<file path="src/rtl/mult_result_accumulator.sv">
// Sums a programmable-length block of signed multiplier products into a saturating
// accumulator and presents each block result through a valid/ready handshake.
module mult_result_accumulator #(
  parameter int PROD_W = 16,
  parameter int ACC_W  = 24,
  parameter int CNT_W  = 8
) (
  input  logic                     wb_clk_i,
  input  logic                     rst_n,
  input  logic signed [PROD_W-1:0] prod_in,
  input  logic                     prod_valid,
  output logic                     prod_ready,
  input  logic        [CNT_W-1:0]  block_len,
  input  logic                     clear,
  output logic signed [ACC_W-1:0]  acc_out,
  output logic                     acc_valid,
  input  logic                     acc_ready,
  output logic                     sat_flag,
  output logic                     busy
);

  localparam logic [1:0] IDLE  = 2'd0;
  localparam logic [1:0] ACCUM = 2'd1;
  localparam logic [1:0] HOLD  = 2'd2;

  localparam logic signed [ACC_W-1:0] ACC_MAX = {1'b0, {(ACC_W-1){1'b1}}};
  localparam logic signed [ACC_W-1:0] ACC_MIN = {1'b1, {(ACC_W-1){1'b0}}};

  logic [1:0]              state;
  logic [1:0]              state_nxt;
  logic [CNT_W:0]          cnt;
  logic [CNT_W:0]          cnt_inc;
  logic [CNT_W:0]          len;
  logic [CNT_W:0]          len_sel;
  logic signed [ACC_W-1:0] prod_ext;
  logic signed [ACC_W:0]   sum_p0;
  logic signed [ACC_W-1:0] sum_sat_p0;
  logic                    ovf_p0;
  logic                    accept;

  // Clamp an ACC_W+1 bit sum back into ACC_W bits.
  function automatic logic signed [ACC_W-1:0] sat_clip(input logic signed [ACC_W:0] s);
    if (s[ACC_W] != s[ACC_W-1])
      return s[ACC_W] ? ACC_MIN : ACC_MAX;
    return s[ACC_W-1:0];
  endfunction

  function automatic logic sat_ovf(input logic signed [ACC_W:0] s);
    return s[ACC_W] ^ s[ACC_W-1];
  endfunction

  assign accept    = prod_valid & prod_ready;
  assign acc_valid = (state == HOLD);
  assign busy      = (state == ACCUM);
  assign cnt_inc   = cnt + 1'b1;
  // A block length of zero encodes the full 2^CNT_W products.
  assign len_sel   = (block_len == '0) ? {1'b1, {CNT_W{1'b0}}} : {1'b0, block_len};
  assign prod_ext  = {{(ACC_W-PROD_W){prod_in[PROD_W-1]}}, prod_in};

  // Stage p0: widened sum and saturation of the running total.
  always_comb begin
    sum_p0     = {acc_out[ACC_W-1], acc_out} + {prod_ext[ACC_W-1], prod_ext};
    sum_sat_p0 = sat_clip(sum_p0);
    ovf_p0     = sat_ovf(sum_p0);
  end

  always_comb begin
    state_nxt = state;
    if (clear) begin
      state_nxt = IDLE;
    end else begin
      case (state)
        IDLE:    if (accept) state_nxt = (len_sel == 1) ? HOLD : ACCUM;
        ACCUM:   if (accept && (cnt_inc == len)) state_nxt = HOLD;
        HOLD:    if (acc_ready) state_nxt = IDLE;
        default: state_nxt = IDLE;
      endcase
    end
  end

  // Stage p1: registered state, count and accumulator.
  always_ff @(posedge wb_clk_i or negedge rst_n) begin
    if (!rst_n) begin
      state      <= IDLE;
      prod_ready <= 1'b0;
      cnt        <= '0;
      len        <= '0;
      acc_out    <= '0;
      sat_flag   <= 1'b0;
    end else begin
      state      <= state_nxt;
      prod_ready <= (state_nxt != HOLD);
      if (clear) begin
        cnt <= '0;
      end else if (accept) begin
        if (state == IDLE) begin
          acc_out  <= prod_ext;
          cnt      <= {{CNT_W{1'b0}}, 1'b1};
          len      <= len_sel;
          sat_flag <= 1'b0;
        end else begin
          acc_out <= sum_sat_p0;
          cnt     <= cnt_inc;
          if (ovf_p0) sat_flag <= 1'b1;
        end
      end
    end
  end

endmodule

</file>
<file path="config.mk">
export PLATFORM = sky130hd
export DESIGN_NAME = mult_result_accumulator
export DESIGN_NICKNAME = d
export VERILOG_FILES = /design/src/rtl/mult_result_accumulator.sv
export SDC_FILE = /design/constraint.sdc
export NUM_CORES = 1
export LEC_CHECK = 0
export CORE_ASPECT_RATIO = 0.8
export CORE_MARGIN = 3
export CORE_UTILIZATION = 55
export CTS_CLUSTER_DIAMETER = 200
export CTS_CLUSTER_SIZE = 12
export DETAILED_ROUTE_END_ITERATION = 12
export GPL_TIMING_DRIVEN = 1
export PLACE_DENSITY = 0.83
export REMOVE_ABC_BUFFERS = 1
export SYNTH_ARGS = -nofsm -noshare
export SYNTH_HDL_FRONTEND = slang
export SYNTH_SLANG_ARGS = --single-unit
</file>
<file path="constraint.sdc">
create_clock -name wb_clk_i -period 3.2 [get_ports wb_clk_i]
set_input_delay 0.8 -clock wb_clk_i [delete_from_list [all_inputs] [get_ports wb_clk_i]]
set_output_delay 0.8 -clock wb_clk_i [all_outputs]
set_load 0.05 [all_outputs]
</file>
==> impl_metrics.toml, run 1 <==
[clocking]
cts_root_buf = "clkbuf_8"
htree_levels = 2
worstSkewPairLatency_ns = 0.32
cts_buffers = 5
clock_sinks = 46
cts_tree = "yes"
hold_buffers = 0
clkTransAtPathRegs_ns = 0.11
clock_path_buffers = 2

[floorplanning]
ioPinCount = 57
start_util_pct = 59.0
fp-row-count = 25
die_area_um2 = 7590
core-area_um2 = 6130
die_h_um = 78.5
dieWidth_um = 96.7

[yosys]
yosysWarnings = 0
muxShareOfSynthArea_pct = 2.49
yosysSeqAreaShare_pct = 31.8
synth_compound_area_share_pct = 31.3
synthXorXnorAreaFrac_pct = 8.72
synth_top_area_cell = "dfrtp_1"
synth_top_family_by_area = "compound AO/OA/AOI/OAI gates"
synthTopCellsByCount = "46 x dfrtp_1, 41 x nand2_1, 33 x o21ai_0, 25 x ha_1, 23 x a21oi_1"
ys.flop_type = "dfrtp_1"
synth_top_area_share_pct = 31.8
syn_avg_cell_area_um2 = 9.30
async_reset_ff_share_pct = 100
synth_enable_flop_cells = 0
synth_fa_ha_area_share_pct = 9.48
synth-seq-cells = 46
yosysMostFrequentCell = "dfrtp_1"
syn_inst = 389
ys_top_cells_by_area = "dfrtp_1 32%, ha_1 8.7%, xor2_1 4.8%, o21ai_0 4.6%, o211a_1 4.4%"
yosys.area_share.simple_pct = 13.4
syn_area_um2 = 3620
synth_cell_types = 66

[global_route]
grt_pass1_wl_um = 19500
grt_pass1_vias = 3966
grt_max_degree = 47
antenna_found_initial = 0
globalRouteOverflowTotal = 0
gr-usage-all-layers_pct = 31.8

[finish]
fin_nets = 583
area_growth_pct = 43.0
layout-drive-gt1-share_pct = 28.4
antenna_cells = 0
final_util_pct = 84.3

[timing]
tightest_slew_ns = 1.10
fin_crit_ns = 3.25
hold_ws_ns = 0.540
setup_viol = 18
max-slew-margin-rel_pct = 26.8
finalCritPeriodShare_pct = 101
slew_violations = 0
hold_viol = 0
skew_ns = 0.0138
max_freq_ghz = 0.308
fin_ws_ns = -0.0474

[run]
maxCapViolCount = 0

[placement]
gp_congestion = 0.908
io_buffers = 56
dp_hpwl_um = 8000
preCtsSetupSlack_ns = -0.640

[detailed_routing]
drt_first_pass_iters = 6
wl_per_cell_um = 22.6
final_antenna_net_count = 0
vias_per_cell = 6.72
vias = 4101
drc = 0
drtIter0Drc = 443
drt-total-wl_um = 13800

[pwr]
ir_drop_mv = 0.426
p_leak_nw = 2.40
power_density_nw_per_um2 = 709

[critical_path]
criticalPathCategory = "in -> reg"
critPathRequiredTime_ns = 3.43
crit_path_end_kind = "flop"
critPathArrivalTime_ns = 3.48
start_kind = "primary input"
critPathMaxFanout = 7

[status]
outcome = "finished, violations left"
violations = "setup timing"

[hold_path]
min_path_type = "reg -> reg"
## flip-flops by register name (all words and copies together) (netlist names)
| register | cells |
|---|---|
| state | 2 |
| cnt | 9 |
| prod_ready | 1 |
| len | 9 |
| sat_flag | 1 |
| acc_out | 24 |
## routing by layer
metal | vias up | track usage [%] | routed length, um
met5 | - | 0 | 0
met4 | 0 | 15.7 | 1030
met3 | 110 | 6.22 | 1270
met2 | 318 | 53.6 | 6240
met1 | 1945 | 39.2 | 5240
li1 | 1728 | - | -
## cells in the final DEF (no fill, tap or decap), types with 14 or more instances in the layout
cell             count
xnor2_1             16
o21ai_0             32
xor2_1              20
nand2_1             41
buf_4               83
o211a_1             16
ha_1                17
dfrtp_1             46
nor2_1              14
clkdlybuf4s50_1     45
o21ai_1             17
a21oi_1             19
## worst max-delay path: stages
cell,delay (ns)
dlygate4sd2_1,0.30
ha_4,0.30
o211a_1,0.30
a211oi_4,0.37
o31ai_4,0.14
a2bb2oi_4,0.19
a21oi_4,0.28
o311ai_4,0.19
buf_4,0.18
buf_6,0.13
o211a_1,0.13
o21ai_1,0.16
## cell families (layout without fill, tap and decap cells)
family,count (synthesis),count (layout)
buffers and inverters,21,161
AO/OA/AOI/OAI,150,150
XOR/XNOR,36,36
multiplexers,8,8
adder cells (fa/ha/maj),27,27
flip-flops,46,46
AND/OR/NAND/NOR,101,101
## final timing paths
path / from / end / slack, ns / depth (start not counted)
worst min-delay path: len[7] / len[7] / 0.54 / 1
worst max-delay path: prod_in[2] / acc_out[3] / -0.05 / 12
worst min register to register: len[7] / len[7] / 0.54 / 1
min in group asynchronous: rst_n / acc_out[22] / 0.68 / 1
max in group asynchronous: rst_n / acc_out[3] / 1.84 / 1
worst max register to register: acc_out[0] / acc_out[10] / 0.15 / 16
## power breakdown
group,internal [W],switching [W],leakage (nW)
Combinational,0.00111,0.00135,1.79
Sequential,0.000688,0.000116,0.572
Clock,0.000157,0.000244,0.0408
## layout make-up
type,instances,area (um^2)
clock inverter,3,23.8
fill,326,961
timing repair buffer,146,1250
tap,81,101
sequential,46,1150
inverter,7,26.3
multi-input combinational,322,2550
clock buffer,5,68.8
## what timing repair did
action,CTS,global route
setup buffers,10,6
pin swaps,19,15
endpoints found under the setup margin,25,24
gates resized for setup,32,15
gates cloned,1,0
## per-stage QoR
step | total power [W] | instances | instance area (um^2) | setup TNS (ns)
after detailed placement | 0.00287 | 585 | 4760 | -14.42
after global placement | 0.00280 | 585 | 4760 | -12.86
final | 0.00367 | 610 | 5170 | -0.454
after CTS | 0.00342 | 604 | 5070 | 0
after global routing | 0.00380 | 610 | 5170 | -0.794
after floorplan | 0.00206 | 375 | 3540 | -3.91
(Power assumes the default switching activity.)
==> inputs of run 2 (changes only) <==
--- a/config.mk
+++ b/config.mk
@@ -7,13 +7,14 @@
 export LEC_CHECK = 0
 export CORE_ASPECT_RATIO = 0.8
 export CORE_MARGIN = 3
-export CORE_UTILIZATION = 55
+export CORE_UTILIZATION = 59
 export CTS_CLUSTER_DIAMETER = 200
 export CTS_CLUSTER_SIZE = 12
 export DETAILED_ROUTE_END_ITERATION = 12
 export GPL_TIMING_DRIVEN = 1
-export PLACE_DENSITY = 0.83
+export PLACE_DENSITY = 0.89
 export REMOVE_ABC_BUFFERS = 1
+export SKIP_CTS_REPAIR_TIMING = 1
 export SYNTH_ARGS = -nofsm -noshare
 export SYNTH_HDL_FRONTEND = slang
 export SYNTH_SLANG_ARGS = --single-unit
==> constraint.sdc (replaced) <==
create_clock -name wb_clk_i -period 3.8 [get_ports wb_clk_i]
set_input_delay 0.95 -clock wb_clk_i [delete_from_list [all_inputs] [get_ports wb_clk_i]]
set_output_delay 0.95 -clock wb_clk_i [all_outputs]
set_load 0.05 [all_outputs]
==> impl_metrics.toml, run 2 (same netlist as run 1, synthesis figures left out) <==
[pwr]
p_leak_nw = 2.08
power_w = 0.00265
power_density_nw_per_um2 = 580
ir_drop_mv = 0.321

[critical_path]
start_kind = "primary input"
crit_chain = "clkdlybuf4s50_1 -> ha_1 -> fa_2 -> a211oi_2 -> o21a_1 -> a211oi_2 -> o311ai_2 -> buf_4 -> and2_1 -> o21ai_0 -> xor2_1 -> a221o_1"
cpMostUsedCell = "a211oi_2"
cp_top_family = "compound AO/OA/AOI/OAI gates"
slowest_delay_ns = 0.43
crit_path_top_delay_cell = "clkdlybuf4s50_1"
criticalPathCategory = "in -> reg"
path_buf_inv = 2
crit_path_end_kind = "flop"
critPathMaxFanout = 3
critPathArrivalTime_ns = 3.93
critPathRequiredTime_ns = 4.00

[finish]
fin_nets = 522
layout_commonest_cell = "clkdlybuf4s50_1"
layout_common_cells = "55 x clkdlybuf4s50_1, 46 x dfrtp_1, 41 x nand2_1, 33 x o21ai_0"
fillers = 336
layout-drive-gt1-share_pct = 15.0
top_regs = "acc_out: 24 flops, cnt: 9 flops, len: 9 flops"
antenna_cells = 0
seq_area_um2 = 1150
area_growth_pct = 26.2
finalInstanceArea_um2 = 4560
regMostFlops = "acc_out"
multi_input_area_um2 = 2390
largest_reg_flops = 24

[detailed_routing]
drt_first_pass_iters = 8
vias = 3487
final_antenna_net_count = 0
drt-total-wl_um = 9930
drtIter0Drc = 256
drc = 0
vias_per_cell = 6.39
wl_per_cell_um = 18.2

[placement]
gp_congestion = 0.895
io_buffers = 56
dp_hpwl_um = 7100
place_area_um2 = 4440

[timing]
finalCritPeriodShare_pct = 98.4
tightest_slew_ns = 1.05
hold_viol = 0
max-slew-margin-rel_pct = 29.9
fin_crit_ns = 3.74
skew_ns = 0.00960
setup_viol = 0
max_freq_ghz = 0.268
slew_violations = 0

[global_route]
antenna_found_initial = 0
gr-usage-all-layers_pct = 27.5
grt_pass1_vias = 3435
grt_pass1_wl_um = 16100
globalRouteOverflowTotal = 0
grt_max_degree = 47

[hold_path]
min_path_type = "reg -> reg"

[floorplanning]
dieWidth_um = 93.5
die_h_um = 76.0
ioPinCount = 57
fp-row-count = 24
start_util_pct = 63.7
die_area_um2 = 7110
core-area_um2 = 5680

[clocking]
worstSkewPairLatency_ns = 0.31
clkTransAtPathRegs_ns = 0.10
clock_sinks = 46
cts_buffers = 5
clock_path_buffers = 2
cts_tree = "yes"
cts_root_buf = "clkbuf_8"
htree_levels = 2

[status]
outcome = "finished, final reports clean"

[run]
maxCapViolCount = 0
[run 2: cell types whose count changed in the layout (fill, tap and decap cells not counted), moves of 4 or more]
cell             change
a21oi_1              +4
buf_4               -58
clkdlybuf4s50_1     +10
dlygate4sd2_1        -6
ha_1                 +8
ha_4                 -7
[run 2: worst paths after layout]
kind | depth (start not counted) | slack, ns | start | end
worst max-delay path | 12 | 0.06 | prod_in[0] | acc_out[20]
worst min-delay path | 2 | 0.53 | cnt[4] | cnt[4]
worst max register to register | 11 | 0.70 | acc_out[0] | acc_out[20]
worst min register to register | 2 | 0.53 | cnt[4] | cnt[4]
max in group asynchronous | 1 | 2.33 | rst_n | acc_out[6]
min in group asynchronous | 1 | 0.82 | rst_n | acc_out[13]
[run 2: power by group]
group / internal [W] / switching (W) / leakage, nW
Combinational: 0.000703 / 0.000953 / 1.46
Clock: 0.000133 / 0.000193 / 0.0447
Sequential: 0.000580 / 0.0000854 / 0.572
Total: 0.00142 / 0.00123 / 2.08
[run 2: final cells by class]
class                   count  area share (%)
inverters                   7           0.576
clock inverters             3           0.549
flip-flops and latches     46            25.2
clock buffers               5            1.51
repair buffers             85            17.7
well taps                  78            2.14
multi-input cells         322            52.3
[run 2: through the flow]
step | std cells | hold WS (ns) | utilization, % | setup slack, ns | TNS (ns)
floorplan | 375 | 0.469 | - | 0.191 | 0
global placement | 538 | 0.486 | 78.2 | -0.109 | -1.68
detailed placement | 538 | 0.512 | 78.2 | -0.249 | -4.89
CTS | 546 | 0.535 | 79.9 | 0.0377 | 0
global route | 546 | 0.554 | 80.4 | -0.0348 | -0.122
finish | 546 | 0.534 | 80.4 | 0.0624 | 0
[run 2: layer usage]
metal | up-vias | global-route usage (%) | routed length (um)
li1 | 1613 | - | -
met5 | - | 0 | 0
met1 | 1651 | 37.0 | 4220
met2 | 187 | 44.5 | 4750
met4 | 0 | 7.47 | 238
met3 | 36 | 6.22 | 720
[run 2: tightest hold or removal path, stage by stage, from the launching register on]
cell,delay [ns]
dfrtp_1,0.39
nand2_1,0.05
o21ai_0,0.06
==> inputs of run 3 (changes only) <==
--- a/config.mk
+++ b/config.mk
@@ -12,6 +12,7 @@
 export CTS_CLUSTER_SIZE = 12
 export DETAILED_ROUTE_END_ITERATION = 12
 export GPL_TIMING_DRIVEN = 1
+export HOLD_SLACK_MARGIN = 0.05
 export PLACE_DENSITY = 0.89
 export REMOVE_ABC_BUFFERS = 1
 export SKIP_CTS_REPAIR_TIMING = 1
==> results of run 3 <==
The final DEF is identical to that of run 2; final timing and power are the same.
==> patch 1 (config.mk and constraints of run 1) <==
Set the parameter `PROD_W` to 20 (it was 16).
--- a/src/rtl/mult_result_accumulator.sv
+++ b/src/rtl/mult_result_accumulator.sv
@@ -1,7 +1,7 @@
 // Sums a programmable-length block of signed multiplier products into a saturating
 // accumulator and presents each block result through a valid/ready handshake.
 module mult_result_accumulator #(
-  parameter int PROD_W = 16,
+  parameter int PROD_W = 20,
   parameter int ACC_W  = 24,
   parameter int CNT_W  = 8
 ) (
Interface: changed (resized prod_in); port bits go from 57 to 61. No check against the original RTL was run, so the function may have changed too.
==> patch 1 against run 1 <==
Sequential cell count unchanged; sequential share of layout area increased by 1.4 points; routed wire length decreased by 20%; cell area decreased by 6.0%; power decreased by 3.0%; setup slack improved by 0.14 ns; synthesized area increased by 0.21%; core utilization decreased by 5.1 points; global-route usage decreased by 2.4 points; via count decreased by 6.7%; clock skew decreased by 0.0077 ns.
==> patch 1: results (changes against run 1) <==
| Metric | Value |
|---|---|
| Status | finished, final reports clean |
| Vias in the first global route | 3736 (-5.8%) |
| Dominant cells by area after synthesis | dfrtp_1 32%, ha_1 8.6%, a21oi_1 8.4% |
| Met2 WL | 5070 µm (-19%) |
| Sequential share of power | 22.5% (+0.6 points) |
| Slowest stage delay, CP | 0.46 ns (+0.09 ns) |
| # Post-CTS Setup Buffers | 0 (-10) |
| Clk pin slew, worst setup/hold paths | 0.09 ns (-0.02 ns) |
| DR vias | 3826 (-6.7%) |
| DRT iter0 DRCs | 389 (-12%) |
| Xor and xnor area share after synthesis | 8.70% (-0.018 points) |
| Peak VDD IR | 0.000454 V (+6.7%) |
| Initial DRT Pass Iterations | 5 (-1) |
| Final Skew | 0.00613 ns (-0.00767 ns) |
| Pleak | 2.09 nW (-13%) |
| Crit path max-delay cell type | clkdlybuf4s50_1 |
| Placed cell area | 4670 µm² (-1.9%) |
| CP arrival | 3.27 ns (-0.21 ns) |
| Yosys cell types | 56 (-15%) |
| Post-synthesis compound-gate area fraction | 24.7% (-6.7 points) |
| Worst slew pin tran | 1.08 ns (-0.0194 ns) |
| Comb pwr share | 64.8% (-2.3 points) |
| Adder-cell share of the synthesized area | 9.19% (-0.30 points) |
| Routed length on met3 | 799 µm (-37%) |
| # fillers | 436 (+34%) |
| GRT Total Usage | 29.4% (-2.4 points) |
| Psw | 1.64 mW (-4.2%) |
| Port Buffers | 60 (+7.1%) |
| Post-synthesis mux area share | 3.04% (+0.55 points) |
| Share of post-route cells with drive strength above 1 | 19.6% (-8.7 points) |
| Post-DP HPWL | 8360 µm (+4.5%) |
| GPL Wtd Cong | 0.974 (+7.3%) |
| Worst-path maximum fanout | 12 (+5) |
| First-pass GRT wire length | 18300 µm (-6.3%) |
| Nets | 598 (+2.6%) |
| Hold Path Cell Cnt | 2 (+1) |
| Clock Latency Late Sink | 0.30 ns (-0.02 ns) |
| Seq/Total Area, Yosys | 31.8% (-0.066 points) |
| Top cells by count, synth | 61 x a21oi_1, 46 x dfrtp_1, 46 x nand2_1 |
| Cells on worst reg2reg path | 9 (-7) |
| Post-CTS Resized | 2 (-94%) |
| Routed len/inst | 17.8 µm (-21%) |
| M1 WL | 4970 µm (-5.0%) |
==> patch 1: changes by cell type in the layout (fill, tap and decap cells not counted), moves of 13 or more <==
cell,before,now
a21oi_1,19,59
buf_4,83,64
clkdlybuf4s50_1,45,58
nor2_1,14,27
o211a_1,16,0
==> patch 1: through the flow <==
stage | hold slack, ns | setup WS, ns | power [mW] | std cells | TNS [ns]
6_report | 0.518 | 0.0908 | 3.55 | 621 | 0
5_1_grt | 0.558 | -0.0192 | 3.77 | 621 | -0.0512
4_1_cts | 0.520 | 0.0139 | 3.47 | 621 | 0
3_5_place_dp | 0.499 | -0.429 | 3.00 | 613 | -7.43
3_3_place_gp | 0.486 | -0.336 | 2.96 | 613 | -5.61
2_1_floorplan | 0.469 | 0.104 | 2.16 | 408 | 0
==> patch 1: routing by layer <==
layer	track usage [%]	up-vias
met3	4.71	21
met5	0	-
li1	-	1787
met1	41.0	1837
met2	47.5	181
met4	8.13	0
==> patch 1: cell type report <==
class / count / area [µm²] / share of cell area [%]
clock buffers: 6 / 72.6 / 1.49
inverters: 5 / 18.8 / 0.386
flip-flops and latches: 46 / 1150 / 23.7
multi-input cells: 357 / 2400 / 49.4
repair buffers: 124 / 1080 / 22.2
well taps: 81 / 101 / 2.09
clock inverters: 2 / 37.5 / 0.773
==> patch 1: worst paths after layout <==
| check | startpoint | to | slack (ns) |
|---|---|---|---|
| worst max-delay path | prod_in[0] | acc_out[6] | 0.09 |
| worst min-delay path | acc_out[23] | acc_out[23] | 0.52 |
| worst max register to register | cnt[0] | prod_ready | 0.56 |
| worst min register to register | acc_out[23] | acc_out[23] | 0.52 |
| max in group asynchronous | rst_n | acc_out[13] | 1.84 |
| min in group asynchronous | rst_n | acc_out[21] | 0.68 |
==> patch 2 (settings of run 1) <==
Made on the original files. Register the output `sat_flag` once more, without a reset; this adds one clock of latency there. The other outputs are not delayed to match.
--- a/src/rtl/mult_result_accumulator.sv
+++ b/src/rtl/mult_result_accumulator.sv
@@ -25,6 +25,8 @@
 
   localparam logic signed [ACC_W-1:0] ACC_MAX = {1'b0, {(ACC_W-1){1'b1}}};
   localparam logic signed [ACC_W-1:0] ACC_MIN = {1'b1, {(ACC_W-1){1'b0}}};
+
+  logic sat_flag_s0;
 
   logic [1:0]              state;
   logic [1:0]              state_nxt;
@@ -86,7 +88,7 @@
       cnt        <= '0;
       len        <= '0;
       acc_out    <= '0;
-      sat_flag   <= 1'b0;
+      sat_flag_s0 <= 1'b0;
     end else begin
       state      <= state_nxt;
       prod_ready <= (state_nxt != HOLD);
@@ -97,15 +99,19 @@
           acc_out  <= prod_ext;
           cnt      <= {{CNT_W{1'b0}}, 1'b1};
           len      <= len_sel;
-          sat_flag <= 1'b0;
+          sat_flag_s0 <= 1'b0;
         end else begin
           acc_out <= sum_sat_p0;
           cnt     <= cnt_inc;
-          if (ovf_p0) sat_flag <= 1'b1;
+          if (ovf_p0) sat_flag_s0 <= 1'b1;
         end
       end
     end
   end
 
+  always_ff @(posedge wb_clk_i) begin
+    sat_flag <= sat_flag_s0;
+  end
+
 endmodule
 
Behaviour: no difference found for any inputs over 10 cycles, from zero or initial values and one cycle with rst_n low; that may be too few to reach the edited logic, so the function may still have changed.
==> patch 2 against run 1 <==
The flow still finishes with violations (setup timing); highest routed layer unchanged; cell count decreased by 0.49%; first-iteration DRC count increased by 18%; via count increased by 5.0%; synthesized area increased by 0.55%; routed wire length increased by 6.9%; critical endpoint is now acc_out[19]; power increased by 6.9%; cell area increased by 3.2%; sequential power increased by 3.4%; setup slack got worse by 0.083 ns; sequential cell count increased by 1.
==> patch 2: results (changes against run 1) <==
| Metric | Value |
|---|---|
| H-tree levels | 2 (unchanged) |
| Hold Slack | 0.456 ns (-0.0845 ns) |
| Hold Crit Start | sat_flag_s0 |
| GPL Wtd Cong | 0.922 (+1.6%) |
| Clock buffer count from CTS | 5 (unchanged) |
| Hold EP | sat_flag |
| Top flop regs | acc_out: 24 flops, cnt: 9 flops, len: 9 flops |
| Diode count | 0 (unchanged) |
| Crit Reg-Reg Startpoint | acc_out[1] |
| Initial antenna violation count | 0 (unchanged) |
| Status | complete, but fails checks |
| Max_slew headroom | 27.6% (+0.78 points) |
| Seq/Total Area, Yosys | 32.2% (+0.38 points) |
| Cells on worst reg2reg path | 11 (-5) |
| Async set or reset register ratio after synthesis | 97.9% (-2.1 points) |
| Flop-to-flop setup slack | 0.02 ns (-0.13 ns) |
| First-pass GRT wire length | 20200 µm (+3.2%) |
| Share of post-route cells with drive strength above 1 | 31.4% (+3.0 points) |
| Vias in the first global route | 4156 (+4.8%) |
| GRT Total Usage | 32.4% (+0.62 points) |
| CP arrival | 3.57 ns (+0.09 ns) |
| Post-DP HPWL | 8120 µm (+1.5%) |
| Post-route setup slack | -0.131 ns (-0.0832 ns) |
| Yosys warns | 0 (unchanged) |
| Top cells by count, synth | 46 x dfrtp_1, 41 x nand2_1, 33 x o21ai_0 |
| Slowest stage delay, CP | 0.33 ns (-0.04 ns) |
| Clock Latency Late Sink | 0.32 ns (about the same) |
| Routed len/inst | 24.3 µm (+7.5%) |
| Dominant cells by area after synthesis | dfrtp_1 32%, ha_1 8.6%, xor2_1 4.8% |
| Clk pin slew, worst setup/hold paths | 0.11 ns (about the same) |
| Nets | 580 (-0.51%) |
| CTS Buffer Depth | 2 (unchanged) |
| Root buf cell | clkbuf_8 |
| Final Skew | 0.0159 ns (+0.00208 ns) |
| Hold Path Cell Cnt | 0 (-1) |
| Yosys cell types | 67 (+1.5%) |
| Initial DRT Pass Iterations | 7 (+1) |
| Final setup viols | 20 (+2) |
| Worst-path maximum fanout | 6 (-1) |
| Port Buffers | 56 (unchanged) |
| DR vias | 4305 (+5.0%) |
| DRT iter0 DRCs | 524 (+18%) |
| Failing checks | setup timing |
| Crit-path leading delay family | compound AO/OA/AOI/OAI gates |
| Reg2reg end | acc_out[19] |
| Worst Hold Class | reg2reg |
| Largest net degree at the start of global routing | 47 (unchanged) |
| Place WS | -0.625 ns (+0.0150 ns) |
| # fillers | 283 (-13%) |
| Pleak | 2.46 nW (+2.3%) |
| Peak VDD IR | 0.000410 V (-3.7%) |
| Crit path max-delay cell type | a221oi_4 |
==> patch 2: where the power goes <==
group	leakage, nW	switching (mW)	internal, mW
combinational	1.82	1.44	1.16
clock	0.0587	0.250	0.238
sequential	0.580	0.125	0.707
==> patch 2: logic make-up (layout without fill, tap and decap cells) <==
family / Yosys count / in the layout / synth area share, %
xor+xnor: 36 / 36 / 8.67
flops: 47 / 47 / 32.2
compound gates: 150 / 150 / 31.2
mux: 8 / 8 / 2.48
simple gates: 101 / 101 / 13.4
fa+ha+maj: 27 / 27 / 9.43
buf+inv: 21 / 157 / 2.68
==> patch 2: area by class of cell <==
class / instances / area share [%]
multi-input combinational: 322 / 50.6
clock inverter: 3 / 0.891
inverter: 7 / 0.492
tap: 81 / 1.90
timing repair buffer: 142 / 22.9
clock buffer: 5 / 1.29
sequential: 47 / 21.9
==> patch 2: worst max path at each step <==
stage | startpoint | endpoint | slack (ns)
after global routing | prod_in[6] | acc_out[19] | -0.14
after floorplan | prod_in[0] | acc_out[15] | -0.26
after detailed placement | prod_in[0] | acc_out[14] | -0.62
after CTS | prod_in[9] | acc_out[11] | 0.002
final | prod_in[10] | acc_out[19] | -0.13
after global placement | prod_in[0] | acc_out[20] | -0.53
==> patch 2: timing repair <==
action | CTS | global route
cloned | 1 | 1
pin swaps | 19 | 25
setup endpoints to repair | 25 | 25
hold buffers | 0 | 0
gates resized for setup | 39 | 42
buffers inserted | 4 | 3
==> patch 2: routing by layer <==
metal | share of wire [%] | vias up | routed length, µm | global-route usage, %
li1 | - | 1723 | - | -
met1 | 35 | 2006 | 5180 | 39.3
met2 | 46 | 434 | 6780 | 55.5
met3 | 11 | 142 | 1600 | 5.53
met4 | 8.0 | 0 | 1180 | 17.5
met5 | 0 | - | 0 | 0
==> patch 2: stage by stage <==
step	setup TNS, ns	instance area (µm²)	utilization [%]	cells
4_1_cts	0	5120	83.0	603
3_3_place_gp	-12.06	4800	77.9	590
5_1_grt	-1.53	5340	86.6	607
2_1_floorplan	-3.91	3560	-	376
6_report	-0.653	5340	86.6	607
3_5_place_dp	-14.45	4800	77.9	590
